### src/rtl/datapath_seq_pkg.sv
// datapath_seq_pkg: shared enums and constants for the sequenced datapath.
// Command encodings, FSM states, status-bit positions and kind helpers.
package datapath_seq_pkg;

    typedef enum logic [1:0] {
        K_MOVI = 2'b00,
        K_MOV  = 2'b01,
        K_ALU  = 2'b10,
        K_CMP  = 2'b11
    } kind_e;

    typedef enum logic [1:0] {
        OP_ADD = 2'b00,
        OP_SUB = 2'b01,
        OP_AND = 2'b10,
        OP_NOT = 2'b11
    } aluop_e;

    typedef enum logic [1:0] {
        SH_NONE = 2'b00,
        SH_LSL1 = 2'b01,
        SH_LSR1 = 2'b10,
        SH_ASR1 = 2'b11
    } shift_e;

    typedef enum logic [2:0] {
        S_IDLE = 3'd0,
        S_RDA  = 3'd1,
        S_RDB  = 3'd2,
        S_EXEC = 3'd3,
        S_WB   = 3'd4
    } state_e;

    // Bit positions inside the {N, Z, V} status word.
    localparam int N_BIT = 2;
    localparam int Z_BIT = 1;
    localparam int V_BIT = 0;

    function automatic logic writes_rd(kind_e k);
        return k != K_CMP;
    endfunction

    function automatic logic updates_flags(kind_e k);
        return (k == K_ALU) || (k == K_CMP);
    endfunction

endpackage

### src/rtl/datapath_seq_if.sv
// datapath_seq_if: command handshake and result bus of datapath_seq.
// master = command issuer (cmd_* out), slave = datapath (ready/done/results out).
interface datapath_seq_if
    import datapath_seq_pkg::*;
#(
    parameter int WIDTH = 16,
    parameter int NREGS = 8,
    parameter int IMM_W = 8
);
    localparam int RIDX_W = $clog2(NREGS);

    logic              cmd_valid;
    logic              cmd_ready;
    kind_e             cmd_kind;
    aluop_e            cmd_aluop;
    shift_e            cmd_shift;
    logic [RIDX_W-1:0] cmd_rd;
    logic [RIDX_W-1:0] cmd_rn;
    logic [RIDX_W-1:0] cmd_rm;
    logic [IMM_W-1:0]  cmd_imm;
    logic              done;
    logic [WIDTH-1:0]  datapath_out;
    logic [2:0]        status;

    modport master (
        output cmd_valid, cmd_kind, cmd_aluop, cmd_shift,
        output cmd_rd, cmd_rn, cmd_rm, cmd_imm,
        input  cmd_ready, done, datapath_out, status
    );

    modport slave (
        input  cmd_valid, cmd_kind, cmd_aluop, cmd_shift,
        input  cmd_rd, cmd_rn, cmd_rm, cmd_imm,
        output cmd_ready, done, datapath_out, status
    );

endinterface

### src/rtl/dps_alu.sv
// dps_alu: combinational B-shifter, ALU and N/Z/V generation.
// Ports: i_kind/i_op/i_shift select, i_a/i_b operands, i_imm pre-extended
// immediate; o_result, o_nzv {N,Z,V}, o_upd = status should be loaded.
module dps_alu
    import datapath_seq_pkg::*;
#(
    parameter int WIDTH = 16
) (
    input  kind_e            i_kind,
    input  aluop_e           i_op,
    input  shift_e           i_shift,
    input  logic [WIDTH-1:0] i_a,
    input  logic [WIDTH-1:0] i_b,
    input  logic [WIDTH-1:0] i_imm,
    output logic [WIDTH-1:0] o_result,
    output logic [2:0]       o_nzv,
    output logic             o_upd
);
    localparam int MSB = WIDTH - 1;

    logic [WIDTH-1:0] w_bs;
    logic [WIDTH-1:0] w_sum;
    logic [WIDTH-1:0] w_diff;
    logic             w_add_v;
    logic             w_sub_v;
    logic             w_v;

    always_comb begin
        w_bs = i_b;
        unique case (i_shift)
            SH_NONE: w_bs = i_b;
            SH_LSL1: w_bs = {i_b[MSB-1:0], 1'b0};
            SH_LSR1: w_bs = {1'b0, i_b[MSB:1]};
            SH_ASR1: w_bs = {i_b[MSB], i_b[MSB:1]};
        endcase
    end

    assign w_sum  = i_a + w_bs;
    assign w_diff = i_a - w_bs;

    // Signed overflow: operand signs agree (add) / differ (sub) and the
    // result sign departs from A.
    assign w_add_v = (i_a[MSB] == w_bs[MSB]) && (w_sum[MSB] != i_a[MSB]);
    assign w_sub_v = (i_a[MSB] != w_bs[MSB]) && (w_diff[MSB] != i_a[MSB]);

    always_comb begin
        o_result = '0;
        w_v      = 1'b0;
        unique case (i_kind)
            K_MOVI: o_result = i_imm;
            K_MOV:  o_result = w_bs;
            K_CMP: begin
                o_result = w_diff;
                w_v      = w_sub_v;
            end
            K_ALU: begin
                unique case (i_op)
                    OP_ADD: begin
                        o_result = w_sum;
                        w_v      = w_add_v;
                    end
                    OP_SUB: begin
                        o_result = w_diff;
                        w_v      = w_sub_v;
                    end
                    OP_AND: o_result = i_a & w_bs;
                    OP_NOT: o_result = ~w_bs;
                endcase
            end
        endcase
    end

    always_comb begin
        o_nzv        = '0;
        o_nzv[N_BIT] = o_result[MSB];
        o_nzv[Z_BIT] = (o_result == '0);
        o_nzv[V_BIT] = w_v;
    end

    assign o_upd = updates_flags(i_kind);

endmodule

### src/rtl/datapath_seq.sv
// datapath_seq: self-sequencing datapath, IDLE->RDA->RDB->EXEC->WB per command.
// Ports: clk, reset (async, active-high), bus (slave: cmd handshake, done,
// datapath_out = C register, status = {N,Z,V}).
module datapath_seq
    import datapath_seq_pkg::*;
#(
    parameter int WIDTH = 16,
    parameter int NREGS = 8,
    parameter int IMM_W = 8
) (
    input  logic          clk,
    input  logic          reset,
    datapath_seq_if.slave bus
);
    localparam int RIDX_W = $clog2(NREGS);

    state_e            r_state;
    state_e            w_next;

    kind_e             r_kind;
    aluop_e            r_op;
    shift_e            r_shift;
    logic [RIDX_W-1:0] r_rd;
    logic [RIDX_W-1:0] r_rn;
    logic [RIDX_W-1:0] r_rm;
    logic [IMM_W-1:0]  r_imm;

    logic [WIDTH-1:0]  r_rf [NREGS];
    logic [WIDTH-1:0]  r_a;
    logic [WIDTH-1:0]  r_b;
    logic [WIDTH-1:0]  r_c;
    logic [2:0]        r_status;

    logic              w_ready;
    logic              w_ld_a;
    logic              w_ld_b;
    logic              w_ld_c;
    logic              w_done;
    logic              w_accept;
    logic              w_wr;
    logic [WIDTH-1:0]  w_imm_ext;
    logic [WIDTH-1:0]  w_result;
    logic [2:0]        w_nzv;
    logic              w_upd;

    always_ff @(posedge clk or posedge reset) begin
        if (reset) r_state <= S_IDLE;
        else       r_state <= w_next;
    end

    always_comb begin
        w_next = r_state;
        unique case (r_state)
            S_IDLE:  if (bus.cmd_valid) w_next = S_RDA;
            S_RDA:   w_next = S_RDB;
            S_RDB:   w_next = S_EXEC;
            S_EXEC:  w_next = S_WB;
            S_WB:    w_next = S_IDLE;
            default: w_next = S_IDLE;
        endcase
    end

    always_comb begin
        w_ready = 1'b0;
        w_ld_a  = 1'b0;
        w_ld_b  = 1'b0;
        w_ld_c  = 1'b0;
        w_done  = 1'b0;
        unique case (r_state)
            S_IDLE:  w_ready = 1'b1;
            S_RDA:   w_ld_a  = 1'b1;
            S_RDB:   w_ld_b  = 1'b1;
            S_EXEC:  w_ld_c  = 1'b1;
            S_WB:    w_done  = 1'b1;
            default: ;
        endcase
    end

    assign w_accept = w_ready & bus.cmd_valid;
    assign w_wr     = w_done & writes_rd(r_kind);

    // Fields are latched at accept so the issuer may move on immediately.
    always_ff @(posedge clk or posedge reset) begin
        if (reset) begin
            r_kind  <= K_MOVI;
            r_op    <= OP_ADD;
            r_shift <= SH_NONE;
            r_rd    <= '0;
            r_rn    <= '0;
            r_rm    <= '0;
            r_imm   <= '0;
        end else if (w_accept) begin
            r_kind  <= bus.cmd_kind;
            r_op    <= bus.cmd_aluop;
            r_shift <= bus.cmd_shift;
            r_rd    <= bus.cmd_rd;
            r_rn    <= bus.cmd_rn;
            r_rm    <= bus.cmd_rm;
            r_imm   <= bus.cmd_imm;
        end
    end

    always_ff @(posedge clk or posedge reset) begin
        if (reset) begin
            r_a      <= '0;
            r_b      <= '0;
            r_c      <= '0;
            r_status <= '0;
        end else begin
            if (w_ld_a) r_a <= r_rf[r_rn];
            if (w_ld_b) r_b <= r_rf[r_rm];
            if (w_ld_c) begin
                r_c <= w_result;
                if (w_upd) r_status <= w_nzv;
            end
        end
    end

    // Write happens leaving WB, after both sources were read, so
    // rd aliasing rn/rm always sees the old values.
    always_ff @(posedge clk or posedge reset) begin
        if (reset) begin
            for (int i = 0; i < NREGS; i++) r_rf[i] <= '0;
        end else if (w_wr) begin
            r_rf[r_rd] <= r_c;
        end
    end

    assign w_imm_ext = WIDTH'($signed(r_imm));

    dps_alu #(
        .WIDTH (WIDTH)
    ) u_alu (
        .i_kind   (r_kind),
        .i_op     (r_op),
        .i_shift  (r_shift),
        .i_a      (r_a),
        .i_b      (r_b),
        .i_imm    (w_imm_ext),
        .o_result (w_result),
        .o_nzv    (w_nzv),
        .o_upd    (w_upd)
    );

    assign bus.cmd_ready    = w_ready;
    assign bus.done         = w_done;
    assign bus.datapath_out = r_c;
    assign bus.status       = r_status;

endmodule
### src/flat_wrapper.sv
// flat-port wrapper written by rule: the top's interface ports become plain ports
module datapath_seq_flat import datapath_seq_pkg::*;
#(
    parameter int WIDTH = 16,
    parameter int NREGS = 8,
    parameter int IMM_W = 8
)
  (clk, reset, bus_cmd_valid, bus_cmd_kind, bus_cmd_aluop, bus_cmd_shift, bus_cmd_rd, bus_cmd_rn, bus_cmd_rm, bus_cmd_imm, bus_cmd_ready, bus_done, bus_datapath_out, bus_status);
  datapath_seq_if #(.WIDTH(WIDTH), .NREGS(NREGS), .IMM_W(IMM_W)) bus_i ();
  input  logic clk;
  input  logic reset;
  input wire logic [$bits(bus_i.cmd_valid)-1:0] bus_cmd_valid;
  input wire logic [$bits(bus_i.cmd_kind)-1:0] bus_cmd_kind;
  input wire logic [$bits(bus_i.cmd_aluop)-1:0] bus_cmd_aluop;
  input wire logic [$bits(bus_i.cmd_shift)-1:0] bus_cmd_shift;
  input wire logic [$bits(bus_i.cmd_rd)-1:0] bus_cmd_rd;
  input wire logic [$bits(bus_i.cmd_rn)-1:0] bus_cmd_rn;
  input wire logic [$bits(bus_i.cmd_rm)-1:0] bus_cmd_rm;
  input wire logic [$bits(bus_i.cmd_imm)-1:0] bus_cmd_imm;
  output wire logic [$bits(bus_i.cmd_ready)-1:0] bus_cmd_ready;
  output wire logic [$bits(bus_i.done)-1:0] bus_done;
  output wire logic [$bits(bus_i.datapath_out)-1:0] bus_datapath_out;
  output wire logic [$bits(bus_i.status)-1:0] bus_status;
  assign bus_i.cmd_valid = bus_cmd_valid;
  assign bus_i.cmd_kind = bus_cmd_kind;
  assign bus_i.cmd_aluop = bus_cmd_aluop;
  assign bus_i.cmd_shift = bus_cmd_shift;
  assign bus_i.cmd_rd = bus_cmd_rd;
  assign bus_i.cmd_rn = bus_cmd_rn;
  assign bus_i.cmd_rm = bus_cmd_rm;
  assign bus_i.cmd_imm = bus_cmd_imm;
  assign bus_cmd_ready = bus_i.cmd_ready;
  assign bus_done = bus_i.done;
  assign bus_datapath_out = bus_i.datapath_out;
  assign bus_status = bus_i.status;
  datapath_seq #(.WIDTH(WIDTH), .NREGS(NREGS), .IMM_W(IMM_W)) u_core (.clk(clk), .reset(reset), .bus(bus_i));
endmodule
### config.mk
export PLATFORM = sky130hd
export DESIGN_NAME = datapath_seq_flat
export DESIGN_NICKNAME = d
export VERILOG_FILES = /design/src/rtl/datapath_seq_pkg.sv /design/src/rtl/datapath_seq_if.sv /design/src/rtl/dps_alu.sv /design/src/rtl/datapath_seq.sv /design/src/flat_wrapper.sv
export SDC_FILE = /design/constraint.sdc
export NUM_CORES = 1
export LEC_CHECK = 0
export ABC_AREA = 1
export CAP_MARGIN = 15
export CORE_AREA = 2 2 157 174
export DETAILED_ROUTE_END_ITERATION = 8
export DIE_AREA = 0 0 159 176
export GPL_TIMING_DRIVEN = 0
export HOLD_SLACK_MARGIN = 0.05
export PLACE_DENSITY_LB_ADDON = 0.12
export SKIP_CTS_REPAIR_TIMING = 1
export SLEW_MARGIN = 10
export SYNTH_ARGS = -nofsm -noshare
export SYNTH_HDL_FRONTEND = slang
export SYNTH_SLANG_ARGS = --single-unit
### constraint.sdc
create_clock -name clk -period 13.55 [get_ports clk]
set_clock_uncertainty 0.2 [all_clocks]
set_input_delay 2.71 -clock clk [delete_from_list [all_inputs] [get_ports clk]]
set_output_delay 2.71 -clock clk [all_outputs]
set_load 0.01 [all_outputs]
Yosys cells after proc, flatten, opt, wreduce, memory -nomap -nowiden
Cells that the tools add are included.
{ "totals": {"ff_bits": 205, "inputBits": 26, "output_inout_bits": 21, "wordCells": 83} }
{ "op_classes": {"addsub": 2, "magnitude_cmp": 4, "eq_ne": 19, "mux": 21, "bitwise_logic": 7, "reduce_logical": 10} }
{ "op_table": {"columns": ["operator", "n"], "rows": [
  ["$pmux 16 s4", 3],
  ["$bwmux 128", 1],
  ["$bmux 16 s3", 2],
  ["$mux 16", 5],
  ["$demux 16 s3", 1],
  ["$add 16x16->16", 1],
  ["$and 16x16->16", 1],
  ["$logic_not 16->1", 1],
  ["$not 16->16", 1],
  ["$sub 16x16->16", 1],
  ["$eq 2x2->1 const B", 6],
  ["$ge 4x4->1 const B", 3],
  ["$not 3->4", 3],
  ["$pmux 3 s4", 1],
  ["$eq 2x1->1 const B", 3],
  ["$eq 3x2->1 const B", 2],
  ["$logic_not 2->1", 3],
  ["$mux 1", 5],
  ["$lt 4x1->1 const B", 1],
  ["$ne 2x2->1 const B", 2],
  ["$pmux 1 s2", 2],
  ["$eq 3x1->1 const B", 1],
  ["$eq 3x3->1 const B", 1],
  ["$logic_and 1x1->1", 3],
  ["7 further kinds", 10]
]} }

Longest topological paths before layout
Gate-level depths: netlist (run 1).
{ "depth": {"ltp_word": 7, "ltp_mapped": 25, "depth_no_buf": 23} }

Cells and area by module
Synthesis (run 1) repeated with hierarchy kept, for this count alone.
{ "hier_totals": {"cells_unflattened": 2100, "hier_area_um2": 13603.0} }
{ "by_module_without_submodules": {"columns": ["module", "n_inst", "cells_per_inst", "area_per_inst_um2", "seq_area_each_um2"], "rows": [
  ["datapath_seq", 1, 1397, 10168.5, 5129.9],
  ["dps_alu", 1, 703, 3434.5, 0.0]
]} }

Least setup slack after synthesis (run 1)
OpenSTA, ideal clock, no wires.
{ "synth_path": {"kind": "input-to-reg", "from": "input port bus_cmd_valid", "to": "register u_core.r_rm[2]", "arrival_ns": 3.499, "required_time_ns": 13.213, "setup_slack_ns": 9.714, "path_stages": 4, "path_cell_list": "nand2_1 -> clkbuf_1 -> clkbuf_1 -> a21oi_1"} }
{ "synth_between": {"elab_chain_len": 1} }
{ "synth_lines": {"columns": ["item", "line", "rtl"], "rows": [
  ["from (decl)", "flat_wrapper.sv:12", "input wire logic [$bits(bus_i.cmd_valid)-1:0] bus_cmd_valid;"],
  ["$and 1x1->1", "datapath_seq.sv:79", "assign w_accept = w_ready & bus.cmd_valid;"],
  ["to (signal assigned)", "datapath_seq.sv:98", "r_rm <= bus.cmd_rm;"],
  ["to (decl)", "datapath_seq.sv:25", "logic [RIDX_W-1:0] r_rm;"]
]} }
Every way passes these cells.
A chain may end at the register's enable or synchronous reset.

Final worst setup path (run 1)
{ "layout_path": {"from": "register u_core.r_state[1]", "to": "output port bus_cmd_ready"} }
{ "layout_between": {"elab_chain_len": 2} }
{ "layout_lines": {"columns": ["item", "line", "rtl"], "rows": [
  ["from (decl)", "datapath_seq.sv:17", "state_e r_state;"],
  ["from (signal assigned)", "datapath_seq.sv:48", "else r_state <= w_next;"],
  ["$logic_not 3->1", "datapath_seq.sv:69", "unique case (r_state)"],
  ["$mux 1", "datapath_seq.sv:69", null],
  ["to (decl)", "flat_wrapper.sv:20", "output wire logic [$bits(bus_i.cmd_ready)-1:0] bus_cmd_ready;"]
]} }
Every way passes these cells.

==> impl_metrics.tcl, run 1 <==
set metrics [dict create \
    gp_congestion 1.02 \
    die_area_sq_mm 0.0280 \
    synthTopCellsByArea "dfrtp_1, nand2_1, o21ai_0" \
    avgSynthCellArea_sq_um 7.48 \
    syn_inst 1727 \
    whs_ns 0.308 \
    drive_above_1_share_pct 10.0 \
    cp.required_ns 10.64 \
    synth_top_cell_area_share_pct 39.7 \
    reg2reg_setup_slack_ns 9.82 \
    cap_violations 0 \
    syn_to_final_growth_pct 12.6 \
    drc 0 \
    end_kind "primary output" \
    final_common_cell "nand2_1" \
    dr.pass1.iters 6 \
    instances_no_fill 2164 \
    vias 12311 \
    root_buffer "clkbuf_16" \
    rsz0062_at_grt "false" \
    initial_core_util_pct 49.6 \
    chipHeight_microns 176 \
    critPathLaunchType "flop" \
    synth-edff-count 0 \
    fin_crit_sh_pct 35.3 \
    yosysUniqueCellTypes 51 \
    ys_warn_count 0 \
    syn_nets 1788 \
    synth_flop_cell "dfrtp_1" \
    antenna_found_initial 0 \
    numClockSinks 205 \
    hold_class "reg2reg" \
    period_needed_ns 4.78 \
    power_w 0.00416 \
    core_sq_mm 0.0261 \
    ys_ff_latch 205 \
    worstMarginPinSlew_ns 1.04 \
    wl_per_cell_microns 20.8 \
    fp-row-count 62 \
    portBuffers 46 \
    relSlewSlack_pct 30.4 \
    first_global_vias 11711 \
    ir_drop_uv 114 \
    synth_top_cell_by_area "dfrtp_1" \
    setup_viol 0 \
    post-dp-hpwl_microns 35400 \
    cp_max_fo 4 \
    dp_cells 2126 \
    worstPathArrival_ns 1.87 \
    pwr_density_cell_mw_per_mm2 286 \
    postLayoutCoreUtil_pct 55.8 \
    status "completed" \
    cts.clk_slew.worst_paths_ns 0.06 \
    tns_ns 0 \
    grt_overflow 0 \
    boundaryPins 47 \
    path_class "reg2out" \
    synth_seq_area_share_pct 39.7 \
    drtAntennaViolNets 0 \
    diodes 0 \
    maxClockFrequency_ghz 0.209 \
    cts.htree.levels 1 \
    clock_path_buffers 3 \
    power_leakage_nw 6.82 \
    clkLatencyLatePin_ns 0.52 \
    fp.dieW_microns 159 \
    grt_usage_pct 31.9 \
    synth_area_sq_mm 0.0129 \
    finalHoldViolCount 0 \
    via_per_inst 5.69 \
    slew_viol_final 0 \
    grt_max_degree 116 \
    cts_tree "built" \
    final_nets 1860 \
    ys_async_sr_fraction_pct 100 \
    initialDrtViolationCount 1221 \
    cts_buffers 23 \
    grt_pass1_wl_microns 69200 \
    final_cell_mix "nand2_1, o21ai_0, dfrtp_1, a21oi_1, nand3_1" \
    routed_wl_microns 45000 \
]
-- report_power, final --
| group | internal [W] | switching, W |
|---|---|---|
| combinational | 0.000808 | 0.00181 |
| sequential | 0.000820 | 0.000136 |
| clock | 0.000346 | 0.000245 |
| total | 0.00197 | 0.00219 |
-- layout make-up --
type | instances | area (sq um)
buffer | 110 | 487
clock buffer | 33 | 643
clock inverter | 5 | 53.8
fill | 2599 | 11500
inverter | 197 | 749
multi-input combinational | 1215 | 6560
sequential | 205 | 5130
tap | 352 | 440
timing repair buffer | 47 | 488
-- worst max-delay path, cell delays in order (launching register included) --
cell and delay (ns):
dfrtp_1 0.41, nor2_1 0.11, inv_1 0.06, nor2_1 0.17, clkdlybuf4s50_1 0.60
-- registers in the layout, summed over array words and instances (netlist names) --
| name | cells |
|---|---|
| u_core.r_rf | 128 |
| u_core.r_rn | 3 |
| u_core.r_a | 16 |
| u_core.r_b | 16 |
| u_core.r_rd | 3 |
| u_core.r_imm | 8 |
| u_core.r_state | 3 |
| u_core.r_rm | 3 |
| u_core.r_shift | 2 |
| u_core.r_op | 2 |
| u_core.bus.status | 3 |
| u_core.r_kind | 2 |
| u_core.bus.datapath_out | 16 |
-- kinds of logic (layout without fill, tap and decap cells) --
family,Yosys count,in the layout,share of synthesized area (%)
flops,205,205,39.7
compound gates,457,457,18.6
mux,73,73,6.35
xor+xnor,2,2,0.136
buf+inv,307,392,9.51
fa+ha+maj,35,35,3.51
simple gates,648,648,22.2
-- worst paths after layout --
path,from,endpoint,cells after the start
min in group asynchronous,reset,u_core.r_a[12],2
hold / removal,u_core.r_imm[2],u_core.r_imm[2],1
setup / recovery,u_core.r_state[1],bus_cmd_ready,4
hold reg to reg,u_core.r_imm[2],u_core.r_imm[2],1
setup reg to reg,u_core.r_shift[1],u_core.bus.datapath_out[15],17
max in group asynchronous,reset,u_core.r_rf[126],3
-- per-layer routing --
layer / up-vias / wire [microns] / track usage, %
met3: 120 / 2730 / 3.59
met5: - / 0 / 0
met1: 5805 / 18200 / 40.2
li1: 5869 / - / -
met4: 0 / 2590 / 16.4
met2: 517 / 21500 / 54.6
-- cell usage after synthesis (all sizes together), types with 2 or more instances --
master	number
a21oi	191
buf	25
clkbuf	85
clkinv	5
dfrtp	205
fa	2
ha	33
inv	192
mux2	72
nand2	349
nand3	184
nand3b	3
nand4	5
nor2	92
nor3	4
nor4	5
o211ai	8
o21a	2
o21ai	243
o21bai	4
o221ai	4
o22ai	2
or2	5
xor2	2
-- metrics by stage --
stage | setup WS [ns] | instance area [sq um]
finish | 8.77 | 14600
global route | 8.71 | 14600
CTS | 8.75 | 14600
detailed placement | 8.77 | 13900
global placement | 2.36 | 13800
floorplan | 5.04 | 12900
Note: power is estimated with default switching activity, not from simulation.
==> run 2: changes to the inputs <==
==> constraint.sdc (replaced) <==
create_clock -name clk -period 4.7 [get_ports clk]
set_clock_uncertainty 0.2 [all_clocks]
set_input_delay 0.94 -clock clk [delete_from_list [all_inputs] [get_ports clk]]
set_output_delay 0.94 -clock clk [all_outputs]
set_load 0.01 [all_outputs]
==> run 2 against run 1 <==
  * Clock power rose to 3.5 times the previous value
  * Cell count up 0.42%
  * Worst setup slack worse by 7.7 ns
  * Utilization is 1.1 points higher
  * Clock-buffer cell count fell by 2
  * Highest routed layer unchanged
  * Die area did not move
  * Routed wire length grew 5.4%
  * Via count increased by 0.90%
  * Worst hold slack worse by 0.0080 ns
  * First-iteration DRC count shrank 17%
  * Total power rose to 3.0 times the previous value
==> impl_metrics.tcl, run 2 (synthesis gave the netlist of run 1 again) <==
set metrics [dict create \
    hold_class "reg2reg" \
    p_int_w 0.00601 \
    cts_buffers 24 \
    wl_per_cell_microns 21.8 \
    clkPwrFrac_pct 16.7 \
    maxClockFrequency_ghz 0.272 \
    syn_to_final_growth_pct 14.8 \
    ir_drop_uv 394 \
    initial_core_util_pct 49.6 \
    cts.clk_slew.worst_paths_ns 0.06 \
    root_buffer "clkbuf_16" \
    setup_viol 0 \
    critPathLaunchType "flop" \
    cts_tree "built" \
    grt_max_degree 39 \
    grt_overflow 0 \
    fp-row-count 62 \
    cp_max_fo 10 \
    die_area_sq_mm 0.0280 \
    routed_wl_microns 47500 \
    r2r_cells 23 \
    worstPathArrival_ns 3.95 \
    clkLatencyLatePin_ns 0.54 \
    gp_congestion 1.02 \
    power_leakage_nw 6.94 \
    power_frac_seq_pct 22.0 \
    fp.dieW_microns 159 \
    min_path_cells 2 \
    final_cell_mix "nand2_1, o21ai_0, dfrtp_1, a21oi_1, nand3_1" \
    portBuffers 46 \
    power_w 0.0125 \
    diodes 0 \
    tns_ns 0 \
    final_nets 1866 \
    slew_viol_final 0 \
    drtAntennaViolNets 0 \
    dr.pass1.iters 6 \
    chipHeight_microns 176 \
    final_common_cell "nand2_1" \
    drc 0 \
    worstMarginPinSlew_ns 0.933 \
    switchingPower_w 0.00648 \
    initialDrtViolationCount 1014 \
    vias 12422 \
    via_per_inst 5.72 \
    boundaryPins 47 \
    rsz0062_at_grt "false" \
    drive_above_1_share_pct 10.7 \
    combPwrFrac_pct 61.3 \
    post-dp-hpwl_microns 37100 \
    grt_usage_pct 34.0 \
    finalHoldViolCount 0 \
    numClockSinks 205 \
    core_sq_mm 0.0261 \
    cap_violations 0 \
    regMostFlops "u_core.r_rf" \
    sw_frac_of_total_pct 51.9 \
    cts.htree.levels 1 \
    whs_ns 0.300 \
    largest_reg_flops 128 \
    end_kind "flop" \
    relSlewSlack_pct 37.8 \
    cp.required_ns 4.98 \
    status "completed" \
    period_needed_ns 3.67 \
    pwr_density_cell_mw_per_mm2 843 \
    first_global_vias 12285 \
    clock_path_buffers 3 \
    antenna_found_initial 0 \
    fin_crit_sh_pct 78.1 \
    grt_pass1_wl_microns 73400 \
    path_class "reg2reg" \
]
==> run 2: routing by layer <==
| metal | GRT usage [%] | routed length [microns] | share of wire, % | up-vias |
|---|---|---|---|---|
| li1 | - | - | - | 5892 |
| met1 | 42.1 | 19100 | 40 | 5914 |
| met2 | 59.6 | 23000 | 48 | 476 |
| met3 | 3.78 | 2780 | 5.9 | 140 |
| met4 | 16.6 | 2610 | 5.5 | 0 |
| met5 | 0 | 0 | 0 | - |
==> run 2: worst paths after layout <==
kind | startpoint | end | slack (ns)
setup / recovery | u_core.r_shift[1] | u_core.bus.status[1] | 1.03
hold / removal | u_core.bus.status[1] | u_core.bus.status[1] | 0.30
setup reg to reg | u_core.r_shift[1] | u_core.bus.status[1] | 1.03
hold reg to reg | u_core.bus.status[1] | u_core.bus.status[1] | 0.30
max in group asynchronous | reset | u_core.r_rf[97] | 2.60
min in group asynchronous | reset | u_core.r_rf[10] | 0.65
==> run 2: critical path, stage by stage, from the launching register on <==
cell and delay (ns):
dfrtp_1 0.37, buf_6 0.15, nor2_4 0.15, buf_6 0.18, nand2_1 0.06, o211ai_1 0.25
inv_1 0.19, ha_1 0.31, buf_2 0.18, nor2_1 0.22, nand2_1 0.11, nor2_1 0.10
nand2_1 0.08, nand3_1 0.08, nand2_1 0.07, nand3_1 0.07, nand2_1 0.05, nand3_1 0.06
nand2_1 0.17, nor2_1 0.23, nand2_1 0.08, nor2_1 0.11, nand2_1 0.07, nand2_1 0.05
==> run 2: area by class of cell <==
| class | instances | area (sq um) |
|---|---|---|
| multi-input combinational | 1215 | 6560 |
| tap | 352 | 440 |
| sequential | 205 | 5130 |
| clock buffer | 31 | 657 |
| inverter | 197 | 746 |
| buffer | 110 | 487 |
| timing repair buffer | 52 | 588 |
| clock inverter | 11 | 221 |
| fill | 2531 | 11200 |
==> run 2: power groups by stage <==
stage                     registers [W]  clock network (W)  logic, W
after floorplan                 0.00269                  0   0.00503
after global placement          0.00275                  0   0.00739
after global routing            0.00282            0.00217   0.00841
final                           0.00275            0.00209   0.00766
after CTS                       0.00274            0.00210   0.00750
after detailed placement        0.00277                  0   0.00747
==> run 2: stage by stage <==
step	setup slack, ns	util (%)	std cells	cell area (sq um)
after floorplan	0.902	-	1727	12900
after global placement	-0.727	53.0	2125	13800
after detailed placement	1.10	53.5	2131	14000
after CTS	1.08	56.9	2173	14800
after global routing	0.832	56.9	2173	14800
final	1.03	56.9	2173	14800
==> run 3: changes to the inputs <==
==> constraint.sdc (replaced) <==
create_clock -name clk -period 3.5 [get_ports clk]
set_clock_uncertainty 0.2 [all_clocks]
set_input_delay 0.7 -clock clk [delete_from_list [all_inputs] [get_ports clk]]
set_output_delay 0.7 -clock clk [all_outputs]
set_load 0.01 [all_outputs]
==> run 3 against run 2 <==
  * Sequential share of layout area is 0.84 points lower
  * Worst setup slack worse by 0.91 ns
  * Design area is 2.5% higher
  * Non-clock buffer count is 13 higher
  * Total power is 40% higher
  * First-iteration DRC count is 3.3% higher
  * Worst hold slack worse by 0.0022 ns
  * Critical path type unchanged
==> impl_metrics.tcl, run 3 (synthesis gave the netlist of run 1 again) <==
set metrics [dict create \
    cp_max_fo 10 \
    worstPathArrival_ns 3.59 \
    power_w 0.0175 \
    combPwrFrac_pct 62.9 \
    switchingPower_w 0.00902 \
    post-dp-hpwl_microns 37100 \
    cts.htree.levels 1 \
    regMostFlops "u_core.r_rf" \
    ir_drop_uv 529 \
    sw_frac_of_total_pct 51.5 \
    cts_buffers 24 \
    cap_violations 0 \
    root_buffer "clkbuf_16" \
    numClockSinks 205 \
    multi_input_area_sq_mm 0.00678 \
    rsz0062_at_grt "true" \
    slowest_delay_ns 0.42 \
    diodes 0 \
    initialDrtViolationCount 1047 \
    portBuffers 46 \
    power_leakage_nw 7.05 \
    cp_common_cell "nand2_1" \
    status "completed" \
    power_frac_seq_pct 21.2 \
    path_class "reg2reg" \
    clkPwrFrac_pct 16.0 \
    end_kind "flop" \
    finalHoldViolCount 0 \
    worstMarginPinSlew_ns 0.944 \
    drc 0 \
    grt_usage_pct 34.0 \
    setup_viol 0 \
    maxClockFrequency_ghz 0.295 \
    layout_setup_ws_ns 0.112 \
    antenna_found_initial 0 \
    fillers 2505 \
    pwr_density_cell_mw_per_mm2 1150 \
    dp_slack_ns -0.0998 \
    postLayoutCellArea_sq_mm 0.0152 \
    via_per_inst 5.75 \
    postLayoutCoreUtil_pct 58.3 \
    core_sq_mm 0.0261 \
    wl_per_cell_microns 21.9 \
    grt_max_degree 39 \
    period_needed_ns 3.39 \
    cts_tree "built" \
    cpMaxStageDelayCell "o211ai_1" \
    final_common_cell "nand2_1" \
    hold_class "reg2reg" \
    initial_core_util_pct 49.6 \
    relSlewSlack_pct 37.0 \
    ff_latch_area_sq_mm 0.00513 \
    largest_reg_flops 128 \
    grt_pass1_wl_microns 73400 \
    whs_ns 0.298 \
    fin_crit_sh_pct 96.8 \
    critPathLaunchType "flop" \
    slew_viol_final 0 \
    syn_to_final_growth_pct 17.7 \
    drtAntennaViolNets 0 \
    cts.clk_slew.worst_paths_ns 0.06 \
    placed_area_sq_mm 0.0140 \
    fp.dieW_microns 159 \
    chipHeight_microns 176 \
    clock_path_buffers 3 \
    dr.pass1.iters 5 \
    grt_overflow 0 \
    routed_wl_microns 47800 \
    boundaryPins 47 \
    p_int_w 0.00851 \
    vias 12564 \
    final_nets 1879 \
    path_cells "buf_6 > inv_4 > buf_6 > o211ai_1 > inv_1 > ha_1 > buf_4 > nor2_2 > nand3_1 > nor2_1 > nor2_2 > o21ai_4 > nand2_1 > nand3b_1 > nand2_1 > nand2_1 > nand2_2 > nor2_4 > o21ai_1" \
    first_global_vias 12285 \
    fp-row-count 62 \
    clkLatencyLatePin_ns 0.54 \
    die_area_sq_mm 0.0280 \
    final_cell_mix "nand2_1, o21ai_0, dfrtp_1, a21oi_1" \
    drive_above_1_share_pct 13.7 \
    gp_congestion 1.02 \
    cp.required_ns 3.70 \
]
run 3: layout make-up:
class,instances,share of cell area [%]
clock buffers,31,4.32
clock inverters,11,1.46
well taps,352,2.90
plain buffers,110,3.37
repair buffers,65,4.71
inverters,197,4.90
flip-flops and latches,205,33.7
multi-input cells,1215,44.6
run 3: path summary, 6_finish.rpt:
path | startpoint | endpoint | slack, ns | depth (start not counted)
max | u_core.r_shift[1] | u_core.bus.datapath_out[15] | 0.11 | 19
min | u_core.bus.status[1] | u_core.bus.status[1] | 0.30 | 2
max reg2reg | u_core.r_shift[1] | u_core.bus.datapath_out[15] | 0.11 | 19
min reg2reg | u_core.bus.status[1] | u_core.bus.status[1] | 0.30 | 2
max in group asynchronous | reset | u_core.r_rf[97] | 1.65 | 5
min in group asynchronous | reset | u_core.r_rf[90] | 0.41 | 2
run 3: critical path, delay by kind of cell, from the launching register on:
family / cells / cell delay [ns]
and+or+nand+nor: 10 / 1.07
AOI/OAI and AO/OA: 3 / 0.60
adders and majority gates: 1 / 0.31
buffers and inverters: 5 / 0.71
DFF: 1 / 0.34
run 3: power by group through the flow:
stage / clock [W] / sequential, W / combinational [W]
finish: 0.00280 / 0.00371 / 0.0110
global placement: 0 / 0.00370 / 0.00992
detailed placement: 0 / 0.00371 / 0.0100
floorplan: 0 / 0.00361 / 0.00675
global route: 0.00291 / 0.00380 / 0.0120
CTS: 0.00282 / 0.00368 / 0.0101
run 3: routing by layer:
metal	wire, microns	vias to the layer above	global-route usage, %
li1	-	5914	-
met1	19100	6003	42.1
met2	23300	509	59.6
met3	2720	138	3.78
met4	2650	0	16.6
met5	0	-	0
run 3: stage by stage:
step | TNS, ns | instances
final | 0 | 2186
after global placement | -341.92 | 2125
after floorplan | -11.95 | 1727
after global routing | -0.232 | 2186
after CTS | -0.418 | 2173
after detailed placement | -0.345 | 2131
